## src/rtl/mem_store_buffer.sv

```systemverilog
// In-order store queue that drains one store per cycle into a shared memory port; loads take priority on the port.
// Build option STB_FORWARD_EN: loads forward from queued stores; otherwise a load stalls while the queue is non-empty.
module mem_store_buffer #(
    parameter int unsigned DEPTH   = 4,
    parameter int unsigned ADDR_W  = 16,
    parameter int unsigned DATA_W  = 16,
    parameter int unsigned MATCH_W = 3
) (
    input  logic                       clk,
    input  logic                       rst_n,
    input  logic                       st_valid,
    input  logic [ADDR_W-1:0]          st_addr,
    input  logic [DATA_W-1:0]          st_data,
    output logic                       st_ready,
    input  logic                       ld_valid,
    input  logic [ADDR_W-1:0]          ld_addr,
    output logic [DATA_W-1:0]          ld_data,
    output logic                       ld_hit,
    output logic                       ld_stall,
    output logic                       empty,
    output logic [$clog2(DEPTH+1)-1:0] count,
    output logic [ADDR_W-1:0]          mem_access_addr,
    output logic [DATA_W-1:0]          mem_write_data,
    output logic                       mem_write,
    output logic                       mem_read,
    input  logic [DATA_W-1:0]          mem_read_data
);
    localparam int unsigned PTR_W = $clog2(DEPTH);
    localparam int unsigned CNT_W = $clog2(DEPTH+1);

    logic [ADDR_W-1:0] addr_q [DEPTH];
    logic [DATA_W-1:0] data_q [DEPTH];
    logic [PTR_W-1:0]  head;
    logic [PTR_W-1:0]  tail;
    logic              full;
    logic              push;
    logic              pop;

    assign full     = (count == CNT_W'(DEPTH));
    assign empty    = (count == '0);
    assign st_ready = !full;
    assign push     = st_valid && st_ready;

    // Entry payload needs no reset: only entries below count are ever read.
    always_ff @(posedge clk) begin
        if (push) begin
            addr_q[tail] <= st_addr;
            data_q[tail] <= st_data;
        end
    end

    always_ff @(posedge clk or negedge rst_n) begin
        if (!rst_n) begin
            head  <= '0;
            tail  <= '0;
            count <= '0;
        end else begin
            if (push) tail <= tail + PTR_W'(1);
            if (pop)  head <= head + PTR_W'(1);
            case ({push, pop})
                2'b10:   count <= count + CNT_W'(1);
                2'b01:   count <= count - CNT_W'(1);
                default: count <= count;
            endcase
        end
    end

    // Memory port arbitration: a load owns the port, otherwise the head store drains.
    always_comb begin
        mem_access_addr = '0;
        mem_write_data  = '0;
        mem_write       = 1'b0;
        mem_read        = 1'b0;
        ld_stall        = 1'b0;
        pop             = 1'b0;
`ifdef STB_FORWARD_EN
        if (ld_valid) begin
            mem_read        = 1'b1;
            mem_access_addr = ld_addr;
        end else if (!empty) begin
`else
        if (ld_valid && empty) begin
            mem_read        = 1'b1;
            mem_access_addr = ld_addr;
        end else if (!empty) begin
            ld_stall        = ld_valid;
`endif
            mem_write       = 1'b1;
            mem_access_addr = addr_q[head];
            mem_write_data  = data_q[head];
            pop             = 1'b1;
        end
    end

`ifdef STB_FORWARD_EN
    logic              fwd_hit;
    logic [DATA_W-1:0] fwd_data;
    logic [PTR_W-1:0]  idx;

    // Oldest-to-youngest scan so the youngest matching entry wins.
    always_comb begin
        fwd_hit  = 1'b0;
        fwd_data = '0;
        idx      = '0;
        for (int i = 0; i < int'(DEPTH); i++) begin
            idx = head + PTR_W'(i);
            if ((CNT_W'(i) < count) &&
                (addr_q[idx][MATCH_W-1:0] == ld_addr[MATCH_W-1:0])) begin
                fwd_hit  = 1'b1;
                fwd_data = data_q[idx];
            end
        end
    end

    assign ld_hit  = ld_valid && fwd_hit;
    assign ld_data = !ld_valid ? '0 : (fwd_hit ? fwd_data : mem_read_data);
`else
    // Match width only matters when forwarding is built in.
    logic unused_match;
    assign unused_match = 1'(MATCH_W);
    assign ld_hit       = 1'b0;
    assign ld_data      = mem_read ? mem_read_data : '0;
`endif

endmodule

```

## config.mk

```make
export PLATFORM = sky130hd
export DESIGN_NAME = mem_store_buffer
export DESIGN_NICKNAME = d
export VERILOG_FILES = /design/src/rtl/mem_store_buffer.sv
export SDC_FILE = /design/constraint.sdc
export NUM_CORES = 1
export LEC_CHECK = 0
export ABC_AREA = 1
export CORE_MARGIN = 3
export CORE_UTILIZATION = 40
export DETAILED_ROUTE_END_ITERATION = 8
export MAX_ROUTING_LAYER = met4
export PLACE_DENSITY_LB_ADDON = 0.2
export SLEW_MARGIN = 10
export SYNTH_ARGS = -nofsm -noshare
export SYNTH_HDL_FRONTEND = slang
export SYNTH_SLANG_ARGS = --single-unit
```

## constraint.sdc

```tcl
create_clock -name clk -period 2.5 [get_ports clk]
set_clock_uncertainty 0.1 [all_clocks]
set_input_delay 0.5 -clock clk [delete_from_list [all_inputs] [get_ports clk]]
set_output_delay 0.5 -clock clk [all_outputs]
set_load 0.02 [all_outputs]
```

Word-level counts from Yosys, hierarchy flattened
Memories as Yosys holds them, arrays and structs flattened.
Index checks and enable logic that the tools add are counted.
Storage, ports and cells
  register bits after elaboration: 7
  output and inout port bits: 57
  memories kept: 2
  input bits: 68
  word-level logic and storage cells: 30
  RAM bits: 128
Memory list
  addr_q: words 4, width 16, read ports 1, clocked after memory_dff 0, write ports 1, line 31  | logic [ADDR_W-1:0] addr_q [DEPTH];
  data_q: words 4, width 16, read ports 1, clocked after memory_dff 0, write ports 1, line 32  | logic [DATA_W-1:0] data_q [DEPTH];
Operators by class
  equality and inequality tests: 3
  reduce and logical (&&, ||, !) cells: 5
  mux-type cells: 13
  add/sub/neg operators: 4
Operators with widths (number)
  $mux 16: 5
  $mux 1: 7
  $pmux 3 s2: 1
  $add 2x1->2 const B: 2
  $add 3x1->3 const B: 1
  $eq 3x3->1 const B: 1
  $logic_not 3->1: 1
  $sub 3x1->3 const B: 1
  $eq 2x1->1 const B: 1
  $eq 2x2->1 const B: 1
  $logic_and 1x1->1: 2
  $reduce_bool 2->1: 1
  $logic_not 1->1: 1

Logic depth before layout (Yosys ltp)
Gate-level depths: netlist (run 1).
  depth after elaboration: 5
  mapped depth: 9
  gate-level depth less buffers: 9

Worst setup path after synthesis (run 1)
Ideal clock, no wire load.
  kind: reg2reg
  from: reg count[0]
  to: mem addr_q[0][0] (enable)
  required time: 1.979 ns
  setup slack: -0.425 ns
  buffers on the path: 0
  library setup time: 0.421 ns
  stages on the path, launching flop included: 5
  period minus slack after synthesis: 2.925 ns
  arrival: 2.404 ns
  cells stage by stage: dfrtp_1 -> nor2_4 -> nand2_1 -> nand2_1 -> nor2_1
On the way
  word-level cells in the longest chain between the ends: 5
Ends and longest elaborated chain
  start: declaration: line 21  | output logic [$clog2(DEPTH+1)-1:0] count,
  start signal: assignment: line 61  | 2'b10: count <= count + CNT_W'(1);
  start signal: assignment: line 62  | 2'b01: count <= count - CNT_W'(1);
  start signal: assignment: line 63  | default: count <= count;
  $eq 3x3->1: line 39  | assign full = (count == CNT_W'(DEPTH));
  $logic_not 1->1: line 41  | assign st_ready = !full;
  net st_ready: line 14  | output logic st_ready,
  $logic_and 1x1->1: line 42  | assign push = st_valid && st_ready;
  $mux 1: line 46  | if (push) begin
  $mux 1 (not written as such): line 47  | addr_q[tail] <= st_addr;
  end: declaration: line 31
The timed path passes the listed nets, and every way through them passes these cells.

Worst setup path in the final report (run 1)
  from: reg head[1]
  to: out mem_write_data[4]
On the way
  word-level cells in the longest chain between the ends: 3
Ends and longest elaborated chain
  start: declaration: line 33  | logic [PTR_W-1:0] head;
  start signal: assignment: line 59  | if (pop) head <= head + PTR_W'(1);
  $mem_v2 4x16
  $mux 16: line 85  | end else if (!empty) begin
  $mux 16: line 82  | if (ld_valid && empty) begin
  end: declaration: line 23  | output logic [DATA_W-1:0] mem_write_data,
No other way between the ends.

==> summary.txt, run 1 <==
Power and ir drop
  • Switch share: 0.3805
  • Power Internal: 6.185 mW
  • Switching Power: 3.799 mW
  • P_leak: 3.463 nW
  • Peak VDD IR: 0.5804 mV
  • Combinational power share: 0.442
  • Power density over the cells: 1237 nW/um2
  • Clock power share: 0.243
  • Seq pwr share: 0.315

Layout
  • Fillers: 1204
  • Multi-input gate area: 1426 um2
  • Finished Cell Area: 8071 um2
  • Share of layout cells above drive strength 1: 0.1159
  • Number of antenna diodes: 0
  • Sequential standard cell area: 4023 um2
  • Final core occ: 0.5683
  • Fin nets: 777
  • Area delta synth->final: 36.15%

Global routing
  • Initial antenna violation count: 0
  • Via count of the first global-routing pass: 4356
  • GRT overflow: 0
  • Largest net degree at the start of global routing: 38
  • First-pass GRT wire length: 21100 um
  • Tot GR Track Use: 0.1711

STA
  • Final period util: 0.9669
  • Max Fclk: 413.7 MHz
  • Final Hold Fails: 0
  • Slew Limit Fails: 0
  • Setup violators final: 0
  • Min cycle time layout: 2417 ps
  • Setup TNS: 0 ps
  • RSZ-0062 raised after global routing: false

Die
  • Die ar.: 16320 um2
  • Ports: 125
  • Initial core utilization: 0.4174
  • Chip height: 127.7 um
  • Die width: 127.7 um
  • Row cnt: 43
  • Core region area: 14200 um2

Critical path
  • Largest stage delay on the critical path: 440 ps
  • Critical Path RT: 1900 ps
  • CP max FO: 12
  • Critical path class: reg2out
  • Slowest cell on the critical path: dfrtp_2
  • Critical Path End Type: output pin
  • Worst R2R End: count[2]
  • Arr. time, crit path: 1820 ps
  • Crit-path cells: inv_2, buf_12, nand3_1, a21oi_1, dlygate4sd2_1
  • Element type at the critical path start: register
  • Worst r2r path cells: 8
  • Register-to-register setup slack: 500 ps
  • R2R Path Start: count[1]

Routing
  • Average wire per cell in the routed design: 14.88 um
  • DRT Pass-1 Iters: 4
  • DRC viols: 0
  • Final WL: 13330 um
  • Drt initial violations: 241
  • Via density: 4.738
  • Antenna Violating Nets Remaining: 0
  • Vias: 4245

Clocking
  • Longest Clk Path Bufs: 2
  • H-tree levels: 4
  • Clk slew on worst S/H paths: 60 ps
  • Clk root buf: clkbuf_16
  • Post-CTS Setup Bufs: 0
  • Clk_lat worst skew: 410 ps
  • CTS tree: done
  • TritonCTS Sinks: 135
  • TritonCTS buffer count: 17

Yosys
  • Seq cells post-synth: 135
  • Sequential fraction of the synthesis area: 0.6779
  • Yosys warns: 0
  • Synth Cell Area: 5928 um2
  • Post-Syn Area per Cell: 10.49 um2
  • Post-Syn Nets: 639
  • Count of cell types in the netlist: 23
  • Synth Instances: 565

Job
  • MaxCap Viol Count: 0

Placed design
  • GP Congestion: 0.7269
  • Placed Area: 7576 um2
  • DP Wirelength: 8449 um
  • Port Buffers: 123

Hold path
  • Hold Path Class: in2async

Outcome
  • Status: finished clean
power by group through the flow:
| stage | combinational, mW | clock (mW) | sequential (mW) |
|---|---|---|---|
| final | 4.41 | 2.43 | 3.14 |
| after global placement | 4.77 | 0 | 3.17 |
| after CTS | 4.51 | 2.47 | 3.15 |
| after detailed placement | 4.84 | 0 | 3.19 |
| after floorplan | 2.64 | 0 | 3.19 |
| after global routing | 4.84 | 2.57 | 3.18 |
worst max-delay path: cells and delay by family (launching register included):
family	cells	cell delay, ps
buffers and inverters	3	700
AOI/OAI and AO/OA	1	180
DFF	1	440
and+or+nand+nor	1	90
layout make-up:
cell class	instances	share of cell area
clock buffer	18	0.05317
timing repair buffer	146	0.1809
tap	180	0.02790
sequential	135	0.4984
inverter	93	0.04325
clock inverter	14	0.01969
multi-input combinational	310	0.1767
what timing repair did:
action,4_1_cts,5_1_grt
gates resized for setup,56,50
hold endpoints to repair,0,0
hold buffers,0,0
endpoints found under the setup margin,52,34
worst max-delay path by stage:
stage,from,endpoint,cells after the start
finish,head[1],mem_write_data[4],5
global route,count[1],mem_access_addr[4],7
CTS,head[1],mem_write_data[15],5
detailed placement,ld_valid,mem_access_addr[15],7
global placement,ld_valid,mem_access_addr[14],7
floorplan,count[0],addr_q[0][0],4
state kept, by name (all words and copies together), names as in the netlist:
signal	count
head	2
tail	2
addr_q	64
count	3
data_q	64
cell usage in the layout (no fill, tap or decap), types with 5 or more instances in the layout:
cell,Yosys,layout
edfxtp_1,128,128
buf_4,4,8
nand3_1,83,83
nor2_4,1,5
dlygate4sd2_1,0,18
inv_1,89,89
clkdlybuf4s15_1,0,16
clkdlybuf4s50_1,0,71
buf_12,0,12
a21oi_1,16,16
clkbuf_2,0,17
ha_1,5,5
nand2_1,172,172
clkbuf_16,0,17
nor2_1,23,19
synthesized netlist by cell type, drive strengths merged:
| cell type | count | area (um2) |
|---|---|---|
| xnor2 | 1 | 8.760 |
| buf | 22 | 145.1 |
| inv | 93 | 349.1 |
| dfrtp | 7 | 175.2 |
| nand4 | 1 | 6.260 |
| edfxtp | 128 | 3844 |
| conb | 1 | 3.750 |
| nor2 | 25 | 117.6 |
| ha | 5 | 62.56 |
| nand3 | 83 | 415.4 |
| clkbuf | 5 | 18.77 |
| or2 | 1 | 6.260 |
| o21ai | 2 | 10.01 |
| fa | 1 | 20.02 |
| a21oi | 16 | 80.08 |
| nand2 | 173 | 656.9 |
| xor2 | 1 | 8.760 |
logic make-up (layout without fill, tap and decap cells):
kind of cell             Yosys count  in the layout  share of synthesized area
AND/OR/NAND/NOR                  283            283                     0.2028
buffers and inverters            120            271                    0.08653
flip-flops                       135            135                     0.6779
AO/OA/AOI/OAI                     18             18                    0.01520
XOR/XNOR                           2              2                   0.002955
adder cells (fa/ha/maj)            6              6                    0.01393
other                              1              1                  0.0006326
routing by layer:
| metal | global-route usage | share of wire | wire, um | up-vias |
|---|---|---|---|---|
| li1 | - | - | - | 2109 |
| met1 | 0.1928 | 0.41 | 5459 | 1991 |
| met2 | 0.2957 | 0.52 | 6925 | 131 |
| met3 | 0.03958 | 0.061 | 813 | 14 |
| met4 | 0.06617 | 0.010 | 133 | 0 |
| met5 | - | 0 | 0 | - |
through the flow:
| stage | setup WS, ps | hold WS (ps) | power (mW) | instances |
|---|---|---|---|---|
| 2_1_floorplan | -425.1 | 104.4 | 5.832 | 565 |
| 3_3_place_gp | -183.1 | 418.8 | 7.938 | 864 |
| 3_5_place_dp | -202.4 | 424.0 | 8.032 | 864 |
| 4_1_cts | 15.24 | 265.7 | 10.12 | 896 |
| 5_1_grt | 0.05751 | 283.9 | 10.59 | 896 |
| 6_report | 82.87 | 265.1 | 9.984 | 896 |
Note: power is estimated with default switching activity, not from simulation.
==> run 2, diff against run 1 <==
--- a/config.mk
+++ b/config.mk
@@ -6,6 +6,7 @@
 export NUM_CORES = 1
 export LEC_CHECK = 0
 export ABC_AREA = 1
+export CAP_MARGIN = 20
 export CORE_MARGIN = 3
 export CORE_UTILIZATION = 40
 export DETAILED_ROUTE_END_ITERATION = 8
==> results of run 2 <==
No change in the layout: final DEF, timing and power equal those of run 1.
==> run 3, diff against run 2 <==
--- a/config.mk
+++ b/config.mk
@@ -7,8 +7,10 @@
 export LEC_CHECK = 0
 export ABC_AREA = 1
 export CAP_MARGIN = 20
+export CELL_PAD_IN_SITES_DETAIL_PLACEMENT = 1
+export CELL_PAD_IN_SITES_GLOBAL_PLACEMENT = 2
 export CORE_MARGIN = 3
-export CORE_UTILIZATION = 40
+export CORE_UTILIZATION = 29
 export DETAILED_ROUTE_END_ITERATION = 8
 export MAX_ROUTING_LAYER = met4
 export PLACE_DENSITY_LB_ADDON = 0.2
==> run 3 against run 2 <==
Against the previous run: die area grew 36%; wire length grew 18%; count of clock-buffer cells in the layout shrank 1; sequential power is essentially flat; register-to-register slack lost 180 ps; worst hold slack gained 17 ps; critical path type unchanged; flip-flop and latch count is the same; clock power is essentially flat; critical path depth grew 1; worst setup slack lost 7.7 ps; total power grew 1.1%.
==> summary.txt, run 3 (synthesis results as in run 1) <==
Routing
  • Vias: 4469 (+5.3%)
  • Via density: 4.482 (-5.4%)
  • Final WL: 15710 um (+18%)
  • Drt initial violations: 160 (-34%)
  • DRT Pass-1 Iters: 4 (unchanged)
  • Antenna Violating Nets Remaining: 0 (unchanged)
  • Average wire per cell in the routed design: 15.75 um (+5.9%)
  • DRC viols: 0 (unchanged)

Die
  • Row cnt: 51 (+19%)
  • Ports: 125 (unchanged)
  • Die ar.: 22190 um2 (+36%)
  • Chip height: 149.0 um (+17%)
  • Initial core utilization: 0.2997 (-0.1177)
  • Core region area: 19780 um2 (+39%)
  • Die width: 149.0 um (+17%)

Placed design
  • GP Congestion: 0.7267 (about the same)
  • Port Buffers: 123 (unchanged)
  • DP Wirelength: 10550 um (+25%)
  • Place WS: -417.6 ps (-215.1 ps)
  • Placed Area: 7705 um2 (+1.7%)

Layout
  • Fin nets: 793 (+2.1%)
  • Biggest regs: addr_q x64, data_q x64, count x3
  • Most common cell after layout, fill and taps aside: nand2_1
  • Commonest cells after routing, fill and taps aside: nand2_1, edfxtp_1, inv_1
  • Fillers: 2228 (+85%)
  • Finished Cell Area: 8193 um2 (+1.5%)
  • Share of layout cells above drive strength 1: 0.1790 (+0.06304)
  • Area delta synth->final: 38.20%
  • Number of antenna diodes: 0 (unchanged)

STA
  • Min cycle time layout: 2425 ps (+7.700 ps)
  • RSZ-0062 raised after global routing: true
  • Setup violators final: 0 (unchanged)
  • Final period util: 0.9699 (+0.003080)
  • Slew Limit Fails: 0 (unchanged)
  • Worst hold margin: 282.6 ps (+17.49 ps)
  • Max Fclk: 412.4 MHz (-0.32%)
  • Final Hold Fails: 0 (unchanged)
  • Final worst slack: 75.17 ps (-7.700 ps)

Power and ir drop
  • Power density over the cells: 1232 nW/um2 (-0.40%)
  • Pwr Total: 10.09 mW (+1.1%)
  • Peak VDD IR: 0.5441 mV (-6.3%)
  • P_leak: 3.507 nW (+1.3%)

Global routing
  • Tot GR Track Use: 0.1513 (-0.01979)
  • Largest net degree at the start of global routing: 38 (unchanged)
  • Initial antenna violation count: 0 (unchanged)
  • Via count of the first global-routing pass: 4866 (+12%)
  • First-pass GRT wire length: 25080 um (+19%)
  • GRT overflow: 0 (unchanged)

Clocking
  • CTS tree: done
  • CTS Hold Bufs: 0 (unchanged)
  • TritonCTS Sinks: 135 (unchanged)
  • Clk_lat worst skew: 420 ps (about the same)
  • TritonCTS buffer count: 17 (unchanged)
  • Clk slew on worst S/H paths: 60 ps (about the same)
  • Clk root buf: clkbuf_16
  • H-tree levels: 4 (unchanged)
  • Longest Clk Path Bufs: 2 (unchanged)

Critical path
  • Critical path class: reg2out
  • Largest stage delay on the critical path: 420 ps (-20 ps)
  • Slowest cell on the critical path: dfrtp_2
  • Critical Path End Type: output pin
  • Crit-path cells: inv_2, buf_12, nand2_1, nand3_1, a21oi_1, dlygate4sd2_1
  • CP max FO: 37 (+25)
  • Critical Path RT: 1900 ps (about the same)
  • Element type at the critical path start: register
  • Arr. time, crit path: 1820 ps (about the same)

Hold path
  • Hold Path Class: in2async

Job
  • MaxCap Viol Count: 0 (unchanged)

Outcome
  • Status: finished clean
run 3: cell types whose count changed in the layout (fill, tap and decap cells not counted), sizes merged:
cell / before / now
buf: 23 / 63
bufinv: 3 / 2
clkbuf: 35 / 32
clkdlybuf4s15: 16 / 7
clkinv: 7 / 5
clkinvlp: 4 / 6
dlygate4sd2: 18 / 6
dlymetal6s2s: 1 / 0
inv: 93 / 95
run 3: layout make-up:
class | instances | area [um2] | area share
inverters | 93 | 359.1 | 0.04383
clock buffers | 17 | 425.4 | 0.05192
repair buffers | 162 | 1466 | 0.1790
well taps | 265 | 331.6 | 0.04047
flip-flops and latches | 135 | 4021 | 0.4908
clock inverters | 15 | 155.1 | 0.01894
multi-input cells | 310 | 1434 | 0.1750
run 3: through the flow:
stage	instances	setup TNS, ps	util
finish	997	0	0.4142
global route	997	-24.04	0.4142
detailed placement	957	-10640	0.3895
global placement	957	-9799	0.3895
floorplan	565	-54410	-
CTS	997	0	0.4168
run 3: final timing paths:
path	from	end	slack [ps]	depth (start not counted)
min in group clk	tail[1]	tail[1]	440	2
hold reg to reg	tail[1]	tail[1]	440	2
setup reg to reg	count[0]	count[2]	320	9
hold / removal	rst_n	count[2]	280	1
max in group asynchronous	rst_n	head[1]	1700	1
setup / recovery	head[0]	mem_write_data[10]	80	6
run 3: worst max-delay path: cells and delay by family, from the launching register on:
kind / cells / cell delay, ps
compound gates: 1 / 210
simple gates: 2 / 140
flops: 1 / 420
buf+inv: 3 / 620
run 3: power breakdown:
group | switching (mW) | leakage (nW) | internal [mW]
clock | 0.933 | 0.268 | 1.47
sequential | 0.146 | 1.25 | 2.99
combinational | 2.89 | 1.98 | 1.67
total | 3.97 | 3.51 | 6.12
run 3: routing by layer:
metal / vias to the layer above / track usage / part of all wire
met5: - / - / 0
met4: 0 / 0.05675 / 0.018
met3: 23 / 0.03008 / 0.033
met2: 94 / 0.2584 / 0.51
met1: 2210 / 0.1772 / 0.44
li1: 2142 / - / -
run 3: what timing repair did:
item | 4_1_cts | 5_1_grt
pin swaps | 2 | 1
setup endpoints to repair | 52 | 46
resized for setup | 149 | 34
buffers inserted | 8 | 0
